[config.mk]
export PLATFORM = sky130hd
export DESIGN_NAME = rgb_timing_decoder
export DESIGN_NICKNAME = d
export VERILOG_FILES = /design/src/rtl/rgb_timing_decoder.sv
export SDC_FILE = /design/constraint.sdc
export NUM_CORES = 1
export LEC_CHECK = 0
export ABC_CLOCK_PERIOD_IN_PS = 3100
export BUFFER_PORTS_ARGS = -buffer_cell sky130_fd_sc_hd__buf_2
export CORE_MARGIN = 4
export CORE_UTILIZATION = 45
export DETAILED_ROUTE_END_ITERATION = 8
export GPL_TIMING_DRIVEN = 0
export PLACE_DENSITY = 0.65
export RECOVER_POWER = 25
export SYNTH_ARGS = -nofsm -noshare
export SYNTH_HDL_FRONTEND = slang
export SYNTH_SLANG_ARGS = --single-unit
[constraint.sdc]
create_clock -name P_CLK -period 3.1 [get_ports P_CLK]
set_input_delay 0.62 -clock P_CLK [delete_from_list [all_inputs] [get_ports P_CLK]]
set_output_delay 0.62 -clock P_CLK [all_outputs]
set_load 0.1 [all_outputs]
[src/rtl/rgb_timing_decoder.sv]
// RGB565 parallel-video receiver: recovers pixel coordinates, measures frame
// geometry and checksum, and tracks lock against the expected geometry.
module rgb_timing_decoder #(
  parameter int EXP_WIDTH   = 800,
  parameter int EXP_HEIGHT  = 480,
  parameter int LOCK_FRAMES = 2,
  parameter int TIMEOUT     = 1048576
) (
  input  logic        P_CLK,
  input  logic        RST,
  input  logic        DATA_EN,
  input  logic        HSYNC,
  input  logic        VSYNC,
  input  logic [4:0]  color_red,
  input  logic [5:0]  color_green,
  input  logic [4:0]  color_blue,
  output logic        pix_valid,
  output logic [10:0] pix_x,
  output logic [10:0] pix_y,
  output logic [15:0] pix_rgb,
  output logic        frame_start,
  output logic [10:0] meas_width,
  output logic [10:0] meas_height,
  output logic [10:0] meas_htot,
  output logic [15:0] frame_sum,
  output logic        locked,
  output logic        err_geom
);

  localparam logic [10:0] SAT = 11'h7FF;
  localparam int          WDW = $clog2(TIMEOUT + 1);

  typedef struct packed {
    logic        de;
    logic        hs;
    logic        vs;
    logic [15:0] rgb;
  } s1_t;

  typedef struct packed {
    logic de;
    logic hs;
    logic vs;
  } s2_t;

  typedef enum logic [1:0] {ST_SEARCH, ST_TRACK, ST_LOCKED} state_t;

  function automatic logic [10:0] sat_inc(input logic [10:0] v);
    return (v == SAT) ? v : v + 11'd1;
  endfunction

  s1_t s1_q, s1_d;
  s2_t s2_q, s2_d;

  logic [10:0]    de_cnt_q, de_cnt_d;
  logic [10:0]    lines_q, lines_d;
  logic [10:0]    htot_cnt_q, htot_cnt_d;
  logic           hs_seen_q, hs_seen_d;
  logic           line_bad_q, line_bad_d;
  logic           drop_q, drop_d;
  logic [15:0]    acc_q, acc_d;
  logic [WDW-1:0] wd_q, wd_d;

  logic        pix_valid_q, pix_valid_d;
  logic [10:0] pix_x_q, pix_x_d;
  logic [10:0] pix_y_q, pix_y_d;
  logic [15:0] pix_rgb_q, pix_rgb_d;
  logic        frame_start_q, frame_start_d;
  logic [10:0] meas_width_q, meas_width_d;
  logic [10:0] meas_height_q, meas_height_d;
  logic [10:0] meas_htot_q, meas_htot_d;
  logic [15:0] frame_sum_q, frame_sum_d;

  state_t      state_q;
  logic [3:0]  good_cnt_q;
  logic        locked_q, err_geom_q;

  logic        vs_fall, hs_fall, de_rise, de_fall, vs_de, line_end, emit;
  logic        bad_now, frame_good, timeout;
  logic [10:0] lines_now, x_now;
  logic [15:0] acc_now;
  logic [3:0]  gc_inc;

  always_comb begin
    s1_d = '{de: DATA_EN, hs: HSYNC, vs: VSYNC, rgb: {color_red, color_green, color_blue}};
    s2_d = '{de: s1_q.de, hs: s1_q.hs, vs: s1_q.vs};

    vs_fall  = s2_q.vs & ~s1_q.vs;
    hs_fall  = s2_q.hs & ~s1_q.hs;
    de_rise  = ~s2_q.de & s1_q.de;
    de_fall  = s2_q.de & ~s1_q.de;
    vs_de    = vs_fall & s1_q.de;
    // A line cut by VSYNC is ignored until the next DE rise.
    drop_d   = vs_de ? 1'b1 : (de_rise ? 1'b0 : drop_q);
    line_end = de_fall & ~drop_q;
    emit     = s1_q.de & ~drop_d;

    de_cnt_d = s1_q.de ? (de_rise ? 11'd1 : sat_inc(de_cnt_q)) : de_cnt_q;
    x_now    = de_rise ? 11'd0 : de_cnt_q;

    lines_now = line_end ? sat_inc(lines_q) : lines_q;
    bad_now   = line_bad_q | (line_end & (de_cnt_q != 11'(EXP_WIDTH)));
    acc_now   = emit ? (acc_q ^ s1_q.rgb) : acc_q;

    pix_valid_d = emit;
    pix_x_d     = emit ? x_now : pix_x_q;
    pix_y_d     = emit ? lines_q : pix_y_q;
    pix_rgb_d   = emit ? s1_q.rgb : pix_rgb_q;

    meas_width_d = line_end ? de_cnt_q : meas_width_q;

    htot_cnt_d  = hs_fall ? 11'd1 : sat_inc(htot_cnt_q);
    hs_seen_d   = hs_seen_q | hs_fall;
    meas_htot_d = (hs_fall & hs_seen_q) ? htot_cnt_q : meas_htot_q;

    frame_start_d = vs_fall;
    frame_good    = ~bad_now & ~vs_de & (lines_now == 11'(EXP_HEIGHT));
    if (vs_fall) begin
      meas_height_d = lines_now;
      frame_sum_d   = acc_q;
      acc_d         = '0;
      lines_d       = '0;
      line_bad_d    = vs_de;
    end else begin
      meas_height_d = meas_height_q;
      frame_sum_d   = frame_sum_q;
      acc_d         = acc_now;
      lines_d       = lines_now;
      line_bad_d    = bad_now;
    end

    timeout = ~vs_fall & (wd_q == WDW'(TIMEOUT - 1));
    if (vs_fall)                      wd_d = '0;
    else if (wd_q == WDW'(TIMEOUT))   wd_d = wd_q;
    else                              wd_d = wd_q + WDW'(1);

    gc_inc = good_cnt_q + 4'd1;
  end

  always_ff @(posedge P_CLK) begin
    if (RST) begin
      s1_q          <= '0;
      s2_q          <= '0;
      de_cnt_q      <= '0;
      lines_q       <= '0;
      htot_cnt_q    <= '0;
      hs_seen_q     <= 1'b0;
      line_bad_q    <= 1'b0;
      drop_q        <= 1'b0;
      acc_q         <= '0;
      wd_q          <= '0;
      pix_valid_q   <= 1'b0;
      pix_x_q       <= '0;
      pix_y_q       <= '0;
      pix_rgb_q     <= '0;
      frame_start_q <= 1'b0;
      meas_width_q  <= '0;
      meas_height_q <= '0;
      meas_htot_q   <= '0;
      frame_sum_q   <= '0;
    end else begin
      s1_q          <= s1_d;
      s2_q          <= s2_d;
      de_cnt_q      <= de_cnt_d;
      lines_q       <= lines_d;
      htot_cnt_q    <= htot_cnt_d;
      hs_seen_q     <= hs_seen_d;
      line_bad_q    <= line_bad_d;
      drop_q        <= drop_d;
      acc_q         <= acc_d;
      wd_q          <= wd_d;
      pix_valid_q   <= pix_valid_d;
      pix_x_q       <= pix_x_d;
      pix_y_q       <= pix_y_d;
      pix_rgb_q     <= pix_rgb_d;
      frame_start_q <= frame_start_d;
      meas_width_q  <= meas_width_d;
      meas_height_q <= meas_height_d;
      meas_htot_q   <= meas_htot_d;
      frame_sum_q   <= frame_sum_d;
    end
  end

  // Lock FSM; the frame seen on the first VSYNC fall out of SEARCH is partial and not judged.
  always_ff @(posedge P_CLK) begin
    if (RST) begin
      state_q    <= ST_SEARCH;
      good_cnt_q <= '0;
      locked_q   <= 1'b0;
      err_geom_q <= 1'b0;
    end else begin
      err_geom_q <= 1'b0;
      if (timeout) begin
        state_q    <= ST_SEARCH;
        good_cnt_q <= '0;
        locked_q   <= 1'b0;
      end else if (vs_fall) begin
        case (state_q)
          ST_SEARCH: begin
            state_q    <= ST_TRACK;
            good_cnt_q <= '0;
          end
          ST_TRACK: begin
            if (!frame_good) begin
              good_cnt_q <= '0;
            end else begin
              good_cnt_q <= gc_inc;
              if (gc_inc >= 4'(LOCK_FRAMES)) begin
                state_q  <= ST_LOCKED;
                locked_q <= 1'b1;
              end
            end
          end
          ST_LOCKED: begin
            if (!frame_good) begin
              err_geom_q <= 1'b1;
              state_q    <= ST_TRACK;
              locked_q   <= 1'b0;
              good_cnt_q <= '0;
            end
          end
          default: begin
            state_q    <= ST_SEARCH;
            good_cnt_q <= '0;
            locked_q   <= 1'b0;
          end
        endcase
      end
    end
  end

  assign pix_valid   = pix_valid_q;
  assign pix_x       = pix_x_q;
  assign pix_y       = pix_y_q;
  assign pix_rgb     = pix_rgb_q;
  assign frame_start = frame_start_q;
  assign meas_width  = meas_width_q;
  assign meas_height = meas_height_q;
  assign meas_htot   = meas_htot_q;
  assign frame_sum   = frame_sum_q;
  assign locked      = locked_q;
  assign err_geom    = err_geom_q;

endmodule

**Word level (Yosys, flattened, before mapping)**

Index checks and enable logic that the tools add are counted.

- Add/subtract/negate cells: 5
- Magnitude comparators: 1
- Equal/unequal tests: 14
- Mux-type cells: 22
- Bitwise operators: 26
- Reductions and logical operators: 9

Operators by type and width:

| kind | number |
|---|---|
| 11-bit two-way mux | 5 |
| 11-bit by 1-bit adder with 11-bit output, second input constant | 3 |
| 11-bit equality test, second input constant | 3 |
| 21-bit by 1-bit adder with 21-bit output, second input constant | 1 |
| 21-bit by 20-bit equality test with 1-bit output, second input constant | 1 |
| 21-bit equality test, second input constant | 1 |
| 16-bit bitwise XOR | 1 |
| 1-bit AND | 12 |
| 11-bit by 9-bit equality test with 1-bit output, second input constant | 1 |
| 11-bit by 10-bit != test with 1-bit output, second input constant | 1 |
| 1-bit inverter | 11 |
| 2-bit != test, second input constant | 5 |
| 1-bit two-way mux | 9 |
| 4-bit two-way mux | 2 |
| 4-bit one-hot mux with 2 select lines | 1 |
| 2-bit two-way mux | 3 |
| 2-bit one-hot mux with 3 select lines | 1 |
| 2-bit OR reduction | 3 |
| 5-bit AND reduction | 1 |
| 4-bit by 1-bit adder with 4-bit output, second input constant | 1 |
| 4-bit by 2-bit greater-or-equal comparator with 1-bit output, second input constant | 1 |
| 2-bit AND reduction | 2 |
| 4-bit AND reduction | 1 |
| 4-bit OR reduction | 1 |
| other kinds (5) | 6 |

- Flip-flop bits (word level): 192
- Bits of input ports: 21

**Logic depth before layout (Yosys ltp)**

Gate-level depths: netlist of the first run.

- Depth in word-level cells: 10
- Mapped depth: 10

**Worst setup path after synthesis of the first run**

OpenSTA, ideal clock, no wires.

- Path kind: register to register
- Start: reg lines_q[0]
- End: reg locked_q (netlist: locked)
- Setup time: 0.100 ns
- Arrival: 2.422 ns
- Data required time: 3.000 ns
- Setup slack: 0.578 ns
- Cell stages (with the launch flop): 10
- Buffers on the path: 1
- Clock period less this slack: 2.522 ns
- Path through: dfxtp_1 ha_1 and4_1 clkbuf_1 and2_1 a311oi_1 and4b_1 and4_1 o31a_1 a2111oi_4

- Cells in the longest elaborated chain, start to end: 7

RTL lines:

| item | line | source |
|---|---|---|
| start, declared | 56 | `logic [10:0] lines_q, lines_d;` |
| start signal, assigned | 165 | `lines_q <= lines_d;` |
| 11-bit by 1-bit adder with 11-bit output / 11-bit equality test (equally long branches) | 49 | `return (v == SAT) ? v : v + 11'd1;` |
| 11-bit two-way mux | 49 |  |
| 11-bit two-way mux (*) | 101 | `lines_now = line_end ? sat_inc(lines_q) : lines_q;` |
| 11-bit by 9-bit equality test with 1-bit output (*) | 117 | `frame_good = ~bad_now & ~vs_de & (lines_now == 11'(EXP_HEIGHT));` |
| 1-bit AND (*) | 117 |  |
| 2-bit != test (no source line) | -- |  |
| 5-bit AND reduction (no source line) (*) | -- |  |
| end signal, assigned | 189 | `locked_q <= 1'b0;` |
| end signal, assigned | 196 | `locked_q <= 1'b0;` |
| end signal, assigned | 210 | `locked_q <= 1'b1;` |
| end, declared | 76 | `logic locked_q, err_geom_q;` |

Every way passes the cells marked *; elsewhere a longest branch is shown, timed or not.
A chain may end at the register's enable or synchronous reset.

**Final worst setup path of the first run**

Same ends and word-level chain as after synthesis.

==> flow_metrics.tcl, run 1 <==
set metrics [dict create \
    status "completed" \
    final_cells 1221 \
    cp_data_arrival_time_ps 3180 \
    grt_overflow_total 0 \
    vias 6168 \
    pre_cts_ws_ps 182 \
    initial_core_util 0.461 \
    cts_max_level 4 \
    setup_viol_count_final 0 \
    period_share 0.917 \
    die_area_um2 18500 \
    finalHoldViolCount 0 \
    placedCellCount 1189 \
    cts_tree "done" \
    grt_max_degree 19 \
    swShare 0.257 \
    hp-class "input port to register" \
    avgRoutedWirePerCell_um 14.7 \
    cts_setup_buffers 0 \
    min_period_ps 2840 \
    p_per_area_nw_per_um2 572 \
    power_uw 5010 \
    first_iter_violations 328 \
    drive_gt1_frac 0.127 \
    crit_start "lines_q[0]$_SDFF_PP0_" \
    grt_usage 0.197 \
    synth_fp_nets 892 \
    avgSynthCellArea_um2 8.55 \
    crit_path_max_fanout 8 \
    drt-total-wl_um 17900 \
    die_h_um 136 \
    row_count 46 \
    syn2layout_area_growth_pct 18.7 \
    cts-root-buf "clkbuf_16" \
    path_class "register to register" \
    die_width_um 136 \
    crit_required_ps 3440 \
    dpl-instance-area_um2 8200 \
    ys_ff_latch 192 \
    vias_per_cell 5.05 \
    start_kind "register" \
    path_cells "ha_1 > and4_1 > clkbuf_1 > and2_1 > a311oi_2 > and4b_1 > and3_1 > buf_4 > a21oi_2 > a2111oi_4" \
    syn_area_um2 7380 \
    drt_first_pass_iters 5 \
    drc 0 \
    nets 1021 \
    antenna_found_initial 0 \
    portBuffers 110 \
    synth_cell_types 56 \
    cap_violations 0 \
    critPathMaxStageDelay_ps 470 \
    slew_headroom 0.153 \
    path_clk_slew_ps 70 \
    dp_hpwl_um 12900 \
    postRouteAntennaNets 0 \
    p_leak_uw 0.00330 \
    rsz0062_at_grt "false" \
    p_int_uw 3720 \
    p_sw_uw 1290 \
    hold_buffers 0 \
    grt_pass1_vias 5617 \
    ys.flop_type "dfxtp_1" \
    synthCells 863 \
    boundaryPins 112 \
    cts_buffer_depth 2 \
    grt_pass1_wl_um 28500 \
    final.setup.tns_ps 0 \
    fin_area_um2 8750 \
    tightest_slew_ps 1260 \
    gp_congestion 0.880 \
    finalWorstSetupSlack_ps 256 \
    core_um2 16000 \
    cts.sinks 192 \
    clk_latency_ps 430 \
    clockPowerShare 0.429 \
    r2r_start "lines_q[0]$_SDFF_PP0_" \
    synth-async-reset-ratio 0 \
    cts_buffers 17 \
    synth_warnings 0 \
    comb_power_share 0.063 \
    drv_slew 0 \
    seq_area_frac_synth 0.521 \
    skew_ps 7.34 \
    synth_edf_count 0 \
    crit_slowest_cell "dfxtp_1" \
    vdd.ir_drop.worst_mv 0.407 \
    hold_start "color_blue[3]" \
    diodes 0 \
    sequentialPowerShare 0.507 \
    timing.fmax_ghz 0.352 \
    end_kind "register" \
]
==> placed cells by master, fill, tap and decap left out, drive strengths merged, types with 2 or more instances in the layout <==
master	Yosys	routed
and2	6	6
nor2b	25	25
clkinv	1	4
mux2i	3	3
nor3b	3	3
a41oi	3	3
o21ai	12	12
buf	9	96
and4	5	5
or3	4	4
o31a	2	2
nor2	92	92
nor4b	2	2
a21oi	101	101
xnor2	11	11
nand3	45	45
a211oi	5	5
nand4	12	12
clkbuf	38	78
o31ai	4	4
ha	8	8
and3	16	16
o21bai	2	2
xor2	38	38
a22oi	2	2
or3b	2	2
nand2	166	166
a31oi	5	5
dfxtp	192	192
nand2b	9	9
nor4	4	4
inv	10	16
clkinvlp	0	5
nor3	8	8
==> area by class of cell <==
cell class / instances / area [um2]
clock inverters: 15 / 155
fillers: 1555 / 7250
inverters: 11 / 41.3
well taps: 216 / 270
multi-input cells: 613 / 3320
flip-flops and latches: 192 / 3840
plain buffers: 47 / 180
repair buffers: 110 / 522
clock buffers: 17 / 425
==> power by group through the flow <==
stage / registers [uW] / clock network [uW] / logic, uW
after floorplan: 2680 / 0 / 148
after global placement: 2600 / 0 / 317
after detailed placement: 2600 / 0 / 319
after CTS: 2540 / 2190 / 320
after global routing: 2550 / 2280 / 347
final: 2540 / 2150 / 316
==> state kept, by name, summed over array words and instances, names as in the netlist <==
name         cells
err_geom         1
locked           1
frame_start      1
line_bad_q       1
pix_valid        1
meas_height     11
lines_q         11
s1_q            19
pix_rgb         16
pix_y           11
frame_sum       16
acc_q           16
htot_cnt_q      11
pix_x           11
hs_seen_q        1
de_cnt_q        11
state_q          2
meas_htot       11
wd_q            21
meas_width      11
drop_q           1
good_cnt_q       4
s2_q             3
==> worst paths after layout <==
path                          endpoint  slack (ps)  cells after the start
max                locked$_SDFFE_PP0P_         260                     10
min                 s1_q[3]$_SDFF_PP0_         390                      2
max reg2reg        locked$_SDFFE_PP0P_         260                     10
min reg2reg  meas_htot[5]$_SDFFE_PP0P_         450                      2
==> synthesized netlist by cell type (6+ instances only) <==
cell type | instances | area share
dfxtp_1 | 192 | 0.52
a21oi_1 | 100 | 0.068
nand4_1 | 12 | 0.010
o21ai_0 | 11 | 0.0075
nor2b_1 | 25 | 0.021
nand3_1 | 45 | 0.031
inv_1 | 10 | 0.0051
xor2_1 | 38 | 0.045
nand2b_1 | 9 | 0.0076
and2_1 | 6 | 0.0051
ha_1 | 8 | 0.014
buf_1 | 8 | 0.0041
and3_1 | 16 | 0.014
nor2_1 | 92 | 0.047
clkbuf_1 | 38 | 0.019
nor3_1 | 8 | 0.0054
xnor2_1 | 11 | 0.013
nand2_1 | 166 | 0.084
==> logic make-up after synthesis <==
logic type | after synthesis | share of synthesized area
and+or+nand+nor | 406 | 0.255
DFF | 192 | 0.521
AOI/OAI and AO/OA | 146 | 0.116
buffers and inverters | 58 | 0.0300
xor gates and xnor gates | 49 | 0.0582
adders and majority gates | 8 | 0.0136
muxes | 4 | 0.00560
==> worst max-delay path: cells and delay by family (launching register included) <==
family	cells	cell delay, ps
AOI/OAI and AO/OA	3	600
adders and majority gates	1	290
buffers and inverters	2	380
DFF	1	470
and+or+nand+nor	4	1000
==> per-layer routing <==
| metal | GRT usage | part of all wire |
|---|---|---|
| met4 | 0.0733 | 0.020 |
| met3 | 0.0514 | 0.049 |
| met2 | 0.314 | 0.46 |
| met5 | 0 | 0 |
| met1 | 0.258 | 0.47 |
==> through the flow <==
stage | util | hold WS (ps)
final | 0.547 | 391
after global routing | 0.547 | 386
after CTS | 0.549 | 369
after detailed placement | 0.512 | 445
after global placement | 0.512 | 440
after floorplan | - | 444
==> repair_timing <==
item / CTS / global route
hold endpoints to repair: 0 / 0
gates resized for setup: 0 / 1
setup endpoints to repair: 0 / 1
Power figures use the tool's default switching activity.
==> run 2: changes to the inputs <==
--- a/config.mk
+++ b/config.mk
@@ -6,12 +6,12 @@
 export NUM_CORES = 1
 export LEC_CHECK = 0
 export ABC_CLOCK_PERIOD_IN_PS = 3100
-export BUFFER_PORTS_ARGS = -buffer_cell sky130_fd_sc_hd__buf_2
 export CORE_MARGIN = 4
-export CORE_UTILIZATION = 45
+export CORE_UTILIZATION = 60
 export DETAILED_ROUTE_END_ITERATION = 8
+export DONT_BUFFER_PORTS = 1
 export GPL_TIMING_DRIVEN = 0
-export PLACE_DENSITY = 0.65
+export PLACE_DENSITY = 0.76
 export RECOVER_POWER = 25
 export SYNTH_ARGS = -nofsm -noshare
 export SYNTH_HDL_FRONTEND = slang
==> flow_metrics.tcl, run 2 (synthesis results as in run 1) <==
set metrics [dict create \
    timing.fmax_ghz 0.350 \
    end_kind "register" \
    clk_latency_ps 440 \
    crit_start "lines_q[0]$_SDFF_PP0_" \
    hold_buffers 0 \
    grt_pass1_wl_um 28700 \
    reg2regPathDepth 9 \
    cts-root-buf "clkbuf_16" \
    initial_core_util 0.614 \
    finalWorstSetupSlack_ps 240 \
    die_h_um 119 \
    drt_first_pass_iters 5 \
    rsz0062_at_grt "false" \
    cts-resized-gates 0 \
    drc 0 \
    hp-class "input port to register" \
    reg2reg_to "locked$_SDFFE_PP0P_" \
    r2r_start "lines_q[0]$_SDFF_PP0_" \
    drive_gt1_frac 0.0469 \
    finalHoldViolCount 0 \
    whs_path_depth 1 \
    start_kind "register" \
    first_iter_violations 419 \
    drv_slew 0 \
    critPathBufInv 1 \
    cts_buffers 17 \
    grt_max_degree 20 \
    crit_end "locked$_SDFFE_PP0P_" \
    finish.utilization 0.682 \
    p_leak_uw 0.00285 \
    portBuffers 0 \
    vdd.ir_drop.worst_mv 0.448 \
    slew_headroom 0.296 \
    cts_buffer_depth 2 \
    gp_congestion 0.883 \
    postRouteAntennaNets 0 \
    pre_cts_ws_ps 121 \
    met3_length_um 1330 \
    row_count 40 \
    cts_max_level 4 \
    cap_violations 0 \
    cts_tree "done" \
    die_area_um2 14100 \
    die_width_um 119 \
    p_per_area_nw_per_um2 624 \
    core_um2 12000 \
    path_depth 9 \
    period_share 0.923 \
    cts_setup_buffers 0 \
    vias_per_cell 5.78 \
    cp_data_arrival_time_ps 3200 \
    crit_top_cell "and4_1" \
    r2r_slack_ps 240 \
    critPathMaxStageDelay_ps 470 \
    reg.largest.list "wd_q (21), s1_q (19)" \
    drt-total-wl_um 17700 \
    cp_top_family "compound AO/OA/AOI/OAI gates" \
    path_cells "ha_1 > and4_1 > clkbuf_1 > a41oi_1 > and3b_1 > o21a_1 > and4_1 > o31a_1 > a2111oi_4" \
    status "completed" \
    dp_hpwl_um 12700 \
    met2_wirelength_um 8330 \
    largest_reg_flops 21 \
    wl_met1_um 7480 \
    path_class "register to register" \
    setup_viol_count_final 0 \
    cts.sinks 192 \
    nets 911 \
    path_clk_slew_ps 70 \
    syn2layout_area_growth_pct 11.0 \
    final_cell_mix "dfxtp_1, nand2_1, a21oi_1" \
    crit_path_max_fanout 8 \
    grt_overflow_total 0 \
    holdWs_ps 306 \
    crit_slowest_cell "dfxtp_1" \
    routed.top_layer "met4" \
    vias 6024 \
    skew_ps 8.50 \
    final.setup.tns_ps 0 \
    avgRoutedWirePerCell_um 16.9 \
    final_common_cell "dfxtp_1" \
    largest-register "wd_q" \
    tightest_slew_ps 1050 \
    min_period_ps 2860 \
    crit_required_ps 3440 \
    grt_pass1_vias 5723 \
    grt_usage 0.254 \
    antenna_found_initial 1 \
    boundaryPins 112 \
]
[run 2: changes by cell type in the layout (fill, tap and decap cells not counted), sizes merged]
| cell | change |
|---|---|
| diode | +1 |
| inv | +2 |
| buf | -87 |
| clkinvlp | -3 |
| bufinv | +1 |
| clkbuf | -23 |
[run 2: routing by layer]
layer | track usage | up-vias
met2 | 0.410 | 204
met5 | 0 | -
met1 | 0.310 | 2835
met3 | 0.0812 | 37
li1 | - | 2948
met4 | 0.116 | 0
[run 2: worst min-delay path by stage]
stage | slack (ps) | startpoint | to
global route | 300 | color_red[3] | s1_q[14]$_SDFF_PP0_
detailed placement | 460 | acc_q[12]$_SDFFE_PP0P_ | frame_sum[12]$_SDFFE_PP0P_
global placement | 450 | acc_q[9]$_SDFFE_PP0P_ | frame_sum[9]$_SDFFE_PP0P_
finish | 310 | color_green[5] | s1_q[10]$_SDFF_PP0_
floorplan | 440 | acc_q[0]$_SDFFE_PP0P_ | frame_sum[0]$_SDFFE_PP0P_
CTS | 290 | color_red[1] | s1_q[12]$_SDFF_PP0_
[run 2: power by group]
group	switching, uW	internal (uW)
clock network	1030	1230
registers	123	2510
logic	149	59.1
[run 2: final cells by class]
cell class | count | area (um2)
tap | 147 | 184
inverter | 11 | 41.3
buffer | 47 | 180
multi-input combinational | 613 | 3320
clock inverter | 15 | 195
clock buffer | 17 | 425
fill | 970 | 3820
antenna | 1 | 2.50
sequential | 192 | 3840
[run 2: worst reg2reg max path, delay by kind of cell, from the launching register on]
family                   cells  cell delay (ps)
flip-flops                   1              470
AND/OR/NAND/NOR              3              700
buffers and inverters        1              250
adder cells (fa/ha/maj)      1              300
AO/OA/AOI/OAI                4             1050
[run 2: metrics by stage]
step / total power [uW] / cells / instance area [um2]
after global routing: 5280 / 1043 / 8190
after detailed placement: 2890 / 1010 / 7560
after floorplan: 2830 / 863 / 7380
final: 5110 / 1043 / 8190
after global placement: 2890 / 1010 / 7560
after CTS: 5140 / 1042 / 8180
